File: src/rtl/seqgen_defs.sv
// ============================================================================
// seqgen_defs : shared state encoding and width defaults for seqgen_ctrl
// Revision    : 1.0
// ============================================================================
`default_nettype none

package seqgen_defs;

  localparam int DATA_W_DEF = 4;
  localparam int LEN_W_DEF  = 4;
  localparam int DIV_W_DEF  = 8;

  typedef logic [2:0] state_t;

  localparam logic [2:0] ST_IDLE  = 3'd0;
  localparam logic [2:0] ST_CLEAR = 3'd1;
  localparam logic [2:0] ST_WAIT  = 3'd2;
  localparam logic [2:0] ST_EMIT  = 3'd3;
  localparam logic [2:0] ST_DONE  = 3'd4;

endpackage

`default_nettype wire

File: src/rtl/seq_prescaler.sv
// ============================================================================
// seq_prescaler : loadable down-counter with hold and zero flag
// Revision      : 1.0
// ============================================================================
`default_nettype none

module seq_prescaler #(
  parameter int DIV_W = 8
) (
  input  logic             clk,
  input  logic             rst,
  input  logic             load,
  input  logic [DIV_W-1:0] load_val,
  input  logic             dec,
  output logic             zero
);

  logic [DIV_W-1:0] cnt;

  // Load has priority; a dec request at zero leaves the counter parked.
  always_ff @(posedge clk or posedge rst) begin
    if (rst) begin
      cnt <= '0;
    end else if (load) begin
      cnt <= load_val;
    end else if (dec && (cnt != '0)) begin
      cnt <= cnt - 1'b1;
    end
  end

  assign zero = (cnt == '0);

endmodule

`default_nettype wire

File: src/rtl/seqgen_ctrl.sv
// ============================================================================
// seqgen_ctrl : run controller for the odd-sequence generator (clear, pace,
//               capture a fixed number of terms, signal completion)
// Revision    : 1.0
// ============================================================================
`default_nettype none

module seqgen_ctrl
  import seqgen_defs::*;
#(
  parameter int DATA_W = DATA_W_DEF,
  parameter int LEN_W  = LEN_W_DEF,
  parameter int DIV_W  = DIV_W_DEF
) (
  input  logic              clk,
  input  logic              rst,
  input  logic              start,
  input  logic              abort,
  input  logic              pause,
  input  logic [LEN_W-1:0]  cfg_len,
  input  logic [DIV_W-1:0]  cfg_div,
  input  logic [DATA_W-1:0] gen_out,
  output logic              gen_clr,
  output logic              gen_en,
  output logic              term_valid,
  output logic [DATA_W-1:0] term_data,
  output logic [LEN_W-1:0]  term_cnt,
  output logic              busy,
  output logic              done
);

  state_t           state;
  logic [LEN_W-1:0] len_q;
  logic [DIV_W-1:0] div_q;
  logic [LEN_W-1:0] cnt_inc;
  logic             pre_load;
  logic             pre_dec;
  logic             pre_zero;

  assign cnt_inc  = term_cnt + 1'b1;
  // Reloading on the final EMIT is harmless: the prescaler is unused in DONE.
  assign pre_load = (state == ST_CLEAR) || (state == ST_EMIT);
  assign pre_dec  = (state == ST_WAIT) && !pause;

  seq_prescaler #(
    .DIV_W (DIV_W)
  ) u_prescaler (
    .clk      (clk),
    .rst      (rst),
    .load     (pre_load),
    .load_val (div_q),
    .dec      (pre_dec),
    .zero     (pre_zero)
  );

  always_ff @(posedge clk or posedge rst) begin
    if (rst) begin
      state    <= ST_IDLE;
      len_q    <= '0;
      div_q    <= '0;
      term_cnt <= '0;
    end else begin
      case (state)
        ST_IDLE: begin
          if (start && !abort) begin
            len_q    <= cfg_len;
            div_q    <= cfg_div;
            term_cnt <= '0;
            state    <= (cfg_len == '0) ? ST_DONE : ST_CLEAR;
          end
        end
        ST_CLEAR: state <= abort ? ST_IDLE : ST_WAIT;
        ST_WAIT: begin
          if (abort) begin
            state <= ST_IDLE;
          end else if (!pause && pre_zero) begin
            state <= ST_EMIT;
          end
        end
        ST_EMIT: begin
          // The term is delivered even when abort arrives in this cycle.
          term_cnt <= cnt_inc;
          if (abort) begin
            state <= ST_IDLE;
          end else begin
            state <= (cnt_inc == len_q) ? ST_DONE : ST_WAIT;
          end
        end
        ST_DONE: state <= ST_IDLE;
        default: state <= ST_IDLE;
      endcase
    end
  end

  assign gen_clr    = (state == ST_CLEAR);
  assign gen_en     = (state == ST_EMIT);
  assign term_valid = (state == ST_EMIT);
  assign term_data  = (state == ST_EMIT) ? gen_out : '0;
  assign done       = (state == ST_DONE);
  assign busy       = (state != ST_IDLE);

endmodule

`default_nettype wire

File: config.mk
export PLATFORM = sky130hd
export DESIGN_NAME = seqgen_ctrl
export DESIGN_NICKNAME = d
export VERILOG_FILES = /design/src/rtl/seqgen_defs.sv /design/src/rtl/seq_prescaler.sv /design/src/rtl/seqgen_ctrl.sv
export SDC_FILE = /design/constraint.sdc
export NUM_CORES = 1
export LEC_CHECK = 0
export CAP_MARGIN = 20
export CORE_MARGIN = 4
export CORE_UTILIZATION = 25
export CTS_BUF_LIST = sky130_fd_sc_hd__clkbuf_16
export DETAILED_ROUTE_END_ITERATION = 10
export GPL_TIMING_DRIVEN = 0
export SKIP_LAST_GASP = 1
export SLEW_MARGIN = 20
export SYNTH_ARGS = -nofsm -noshare
export SYNTH_HDL_FRONTEND = slang
export SYNTH_SLANG_ARGS = --single-unit
File: constraint.sdc
create_clock -name clk -period 2.3 [get_ports clk]
set_input_delay 0.46 -clock clk [delete_from_list [all_inputs] [get_ports clk]]
set_output_delay 0.46 -clock clk [all_outputs]
set_load 0.05 [all_outputs]
Word-level counts from Yosys, hierarchy flattened:

Index checks and enable logic that the tools add are counted.

* output and inout port bits: 13
* bits of input ports: 21
* word-level logic and storage cells: 44
* register bits after elaboration: 27

* reduce and logical (&&, ||, !) cells: 17
* multiplexer cells: 13
* equal/unequal tests: 7
* add/subtract/negate cells: 2

Operators by type and width (count)
* 2-to-1 mux 3 bit: 6
* 2-to-1 mux 8 bit: 2
* one-hot mux 3 bit (4 select lines): 1
* zero test 8 bit: 1
* 2-to-1 mux 4 bit: 2
* one-hot mux 4 bit (2 select lines): 1
* nonzero test 8 bit: 1
* subtractor 8 x 1 -> 8 bit, second input constant: 1
* equality test 3 x 2 -> 1 bit, second input constant: 2
* AND reduction 2 bit: 3
* adder 4 x 1 -> 4 bit, second input constant: 1
* equality test 4 bit: 1
* logical AND 1 bit: 4
* zero test 4 bit: 1
* nonzero test 2 bit: 2
* equality test 3 x 1 -> 1 bit, second input constant: 1
* equality test 3 bit, second input constant: 1
* zero test 3 bit: 1
* != test 3 x 2 -> 1 bit, second input constant: 1
* nonzero test 3 bit: 1
* zero test 1 bit: 2
* 2-to-1 mux 2 bit: 1
* != test 2 bit, second input constant: 1
* logical OR 1 bit: 1

Longest topological paths before layout:

* depth in word-level cells: 5
* mapped depth: 7
* gate-level depth less buffers: 6

Cells and area by module:

From an unflattened synthesis, not the netlist that was laid out.

* cells, all modules: 137
* area total of the unflattened synthesis: 1466.4 um^2

By module, submodules not included
* seqgen_ctrl: sequential area each 475.5 um^2, instances 1, cells an instance 84, area an instance 970.9 um^2
* seq_prescaler: sequential area each 200.2 um^2, instances 1, cells an instance 53, area an instance 495.5 um^2

Worst setup path before layout:

Ideal clock, no wire load.

* path kind: reg2reg
* start point: register state[0]
* end point: register div_q[0]
* data arrival time: 2.034 ns
* slack: 0.142 ns
* required time: 2.175 ns
* cell stages (with the launch flop): 7
* clock period less this slack: 2.158 ns
* setup time: 0.125 ns
* path buffers: 3
* path through: dfrtp_1 > buf_6 > or3_1 > or2_1 > clkbuf_1 > buf_1 > mux2_2

* word-level cells in the longest chain between the ends: 2

Ends and longest elaborated chain
* start: declaration: line seqgen_ctrl.sv:32 `state_t state;`
* start signal: assignment: line seqgen_ctrl.sv:69 `state <= (cfg_len == '0) ? ST_DONE : ST_CLEAR;`
* start signal: assignment: line seqgen_ctrl.sv:72 `ST_CLEAR: state <= abort ? ST_IDLE : ST_WAIT;`
* start signal: assignment: line seqgen_ctrl.sv:86 `state <= (cnt_inc == len_q) ? ST_DONE : ST_WAIT;`
* zero test 3 bit: line seqgen_ctrl.sv:63 `case (state)`
* AND reduction 2 bit (no source line)
* end signal: assignment: line seqgen_ctrl.sv:67 `div_q <= cfg_div;`
* end: declaration: line seqgen_ctrl.sv:34 `logic [DIV_W-1:0] div_q;`

Every way passes these cells.
A chain may end at the register's enable or synchronous reset.

Worst setup path after layout:

* start point: input port pause
* end point: register u_prescaler.cnt[3]

* word-level cells in the longest chain between the ends: 4

Ends and longest elaborated chain
* start: declaration: line seqgen_ctrl.sv:19 `input logic pause,`
* zero test 1 bit: line seqgen_ctrl.sv:43 `assign pre_dec = (state == ST_WAIT) && !pause;`
* logical AND 1 bit: line seqgen_ctrl.sv:43
* logical AND 1 bit: line seq_prescaler.sv:26 `end else if (dec && (cnt != '0)) begin`
* nonzero test 2 bit (no source line)
* end signal: assignment: line seq_prescaler.sv:25 `cnt <= load_val;`
* end signal: assignment: line seq_prescaler.sv:27 `cnt <= cnt - 1'b1;`
* end: declaration: line seq_prescaler.sv:18 `logic [DIV_W-1:0] cnt;`

Every way passes these cells.

==> results.md <==
- Antenna cells: 0
- Post-Syn Nets: 164
- Seq cells post-synth: 27
- Vias in the first global route: between 1,000 and 1,500
- Initial antenna violation count: 0
- DRT Pass-1 Iters: 6
- PortBufs: 33
- Vias per cell: about 4.6
- Status: finished clean
- Clk pwr share: 17.4%
- Worst rel slew slack: about three fifths
- Xor and xnor area share after synthesis: about 4.8%
- # Post-CTS Setup Buffers: 0
- Most common cell in the netlist: dfrtp_1
- Post-placement cell area: ~1900 µm²
- RSZ-0062 raised after global routing: no
- Maxcap violations: 0
- Reg2Reg Setup Slack: around 0.20 ns
- DRC Markers: 0
- Die outline width: between 80 and 90 µm
- Critical Path Source Type: input pin
- Compound-Gate Fraction of Synth Area: a little over a tenth
- Met3 global-route usage: roughly 1.3%
- Met1 Usage GRT: approximately an eighth
- Distinct cells, synth: 38
- Largest family of logic cells by synthesized area: simple AND/OR/NAND/NOR gates
- Ports: 34
- Lkg Pwr: around 0.81 nW
- Yosys warns: 0
- Seq/Total Area, Yosys: a little under half
- H-Tree Depth: 1
- Final nets: 202
- Post-synth top flop: dfrtp_1
- CP Cell Sequence: clkdlybuf4s50_1, or4b_4, or4_4, or3_1, a31oi_1
- Final slew viol count: 0
- Final wirelength: ~3100 µm
- Worst-Skew Late Latency: between 0.2 and 0.3 ns
- Number of flops mapped to enable cells by yosys: 0
- DIE HEIGHT: ~84 µm
- Area of the core: ~5600 µm²
- Mapped Area: approximately 1500 µm²
- GRT met2 Usage: between 10 and 15%
- Clock-pin transition on the worst setup and hold timing paths: roughly 0.070 ns
- Largest net degree at the start of global routing: 28
- Comb power frac: between 40% and 50%
- Total track usage: under 10%
- Skew final: approximately 0.0027 ns
- Die Area: slightly above 7000 µm²
- Placement Rows: 27
- Flop pwr share: 37.6%
- Hold WC Path Type: register to register
- Maximum vdd drop: between 0.5 and 0.6 mV
- Fmax: 0.453 GHz
- Pwr dens: between 1000 and 1500 nW/µm²
- CTS Buf Count: 3
- Final Hold Viols: 0
- Share of the synthesized area in the top cell type: roughly 46%
- CTS Buffer Depth: 2
- Post-route ant nets: 0
- Starting Density: 26.2%
- Switching Fraction: around two fifths
- Minimum clock period after layout: roughly 2.2 ns
- Root Driver: clkbuf_16
- Layout cells sized above 1: about a fifth
- Worst Path Max Fanout: 6
- Measured slew at the worst slew-check pin: about 0.57 ns
- Synth area leaders: dfrtp_1 46%, mux2_2 9.3%, xnor2_1 3.6%
- CP arrival: roughly 2.4 ns
- Total number of vias: 1,137
- Clock Sinks: 27
- Global-route wire length before repair: between 5000 and 6000 µm
- Internal Power: about 0.0014 W
- Final setup viols: 0
- Syn Area/Cell: about 10 µm²
- Crit path capture type: register
- Data required time at the worst endpoint: between 2 and 2.5 ns
- Synth cell count leaders: 27 x dfrtp_1, 12 x mux2_2, 10 x nor2_1
- Mux share of post-synthesis cell area: ~10%
- Largest area contributor in the netlist: dfrtp_1
- Initial DRC count: 22
- Synth-to-layout area growth: 33.3%
- Design Area, Final: approximately 1900 µm²
- Tcrit/Tclk final: between 90% and 100%
- Slowest cell delay on critical path: 0.52 ns
- Gp weighted congestion: around 0.73
- GRT overflow: 0
- Net Sw Power: between 0.0009 and 0.001 W
- Post-synthesis simple-gate area fraction: 21.1%
- Wire length per cell: 12.6 µm
- Dpl hpwl: 2340 µm
- WS Path Type: input pin to register
- FILL cells: roughly 580
- Pwr Total: 0.00228 W
- CTS tree: built
- GR peak layer: met2
- Asr flop ratio synth: 100%
- Slowest cell on the critical path: or4b_4
- Adder-Cell Fraction of Synth Area: around 2.6%
- Mapped Cells: 140
repair_timing:
item,in CTS,in global routing
setup endpoints to repair,9,16
pin swaps,0,0
hold buffers,0,0
resized for setup,16,12
cell type report:
cell class              count  area (µm²)  share of cell area, %
flip-flops and latches     27         676                   34.7
well taps                  72        90.1                   4.63
clock inverters             1        5.00                  0.257
repair buffers             33         310                   16.0
inverters                   6        22.5                   1.16
plain buffers               7        43.8                   2.25
clock buffers               3        75.1                   3.86
multi-input cells         100         722                   37.1
metal layers:
metal  part of all wire (%)  wire length, µm
met4                   0.61               19
met3                    5.4              169
met5                      0                0
met2                     40             1260
met1                     54             1690
state kept, by name, indices dropped and copies added, names as in the netlist:
register / flops
u_prescaler.cnt: 8
term_cnt: 4
div_q: 8
len_q: 4
state: 3
power by group through the flow:
stage	Sequential, W	Combinational, W	Clock (W)
after floorplan	0.000881	0.000737	0
after global placement	0.000862	0.00104	0
after detailed placement	0.000866	0.00105	0
after CTS	0.000858	0.00104	0.000407
after global routing	0.000892	0.00113	0.000429
final	0.000858	0.00103	0.000398
stage by stage:
| step | std cells | utilization [%] | setup WS (ns) | hold WS, ns | setup TNS (ns) |
|---|---|---|---|---|---|
| 2_1_floorplan | 140 | - | 0.142 | 0.453 | 0 |
| 3_3_place_gp | 245 | 33.7 | -0.251 | 0.471 | -3.02 |
| 3_5_place_dp | 245 | 33.7 | -0.236 | 0.475 | -2.90 |
| 4_1_cts | 249 | 35.1 | -0.216 | 0.494 | -0.337 |
| 5_1_grt | 249 | 34.9 | 0.0184 | 0.514 | 0 |
| 6_report | 249 | 34.9 | 0.0934 | 0.494 | 0 |
cells by family after synthesis:
kind of cell	Yosys count
AND/OR/NAND/NOR	51
flip-flops	27
AO/OA/AOI/OAI	25
XOR/XNOR	8
buffers and inverters	13
adder cells (fa/ha/maj)	3
multiplexers	13
critical path, delay by kind of cell:
| kind | cells | cell delay [ns] |
|---|---|---|
| compound gates | 1 | 0.16 |
| buf+inv | 1 | 0.45 |
| simple gates | 3 | 1.32 |
path summary, 6_finish.rpt:
path,from,to,cells after the start
worst max-delay path,pause,u_prescaler.cnt[3]$_DFFE_PP0P_,5
worst min-delay path,div_q[2]$_DFFE_PP0P_,u_prescaler.cnt[2]$_DFFE_PP0P_,1
worst max register to register,state[0]$_DFFE_PP0P_,u_prescaler.cnt[3]$_DFFE_PP0P_,5
worst min register to register,div_q[2]$_DFFE_PP0P_,u_prescaler.cnt[2]$_DFFE_PP0P_,1
max in group asynchronous,rst,state[2]$_DFFE_PP0P_,2
min in group asynchronous,rst,div_q[3]$_DFFE_PP0P_,2
layout by cell type (no fill, tap or decap), drive strengths merged, types with 5 or more instances in the layout:
cell	synthesis	final
nand2	6	6
o21ai	5	5
clkbuf	3	10
inv	6	6
a21oi	5	5
xnor2	6	6
nor4	5	5
nor2	10	10
and3	5	5
mux2	12	12
dfrtp	27	27
nand2b	5	5
clkdlybuf4s50	0	24
Note: power is estimated with default switching activity, not from simulation.
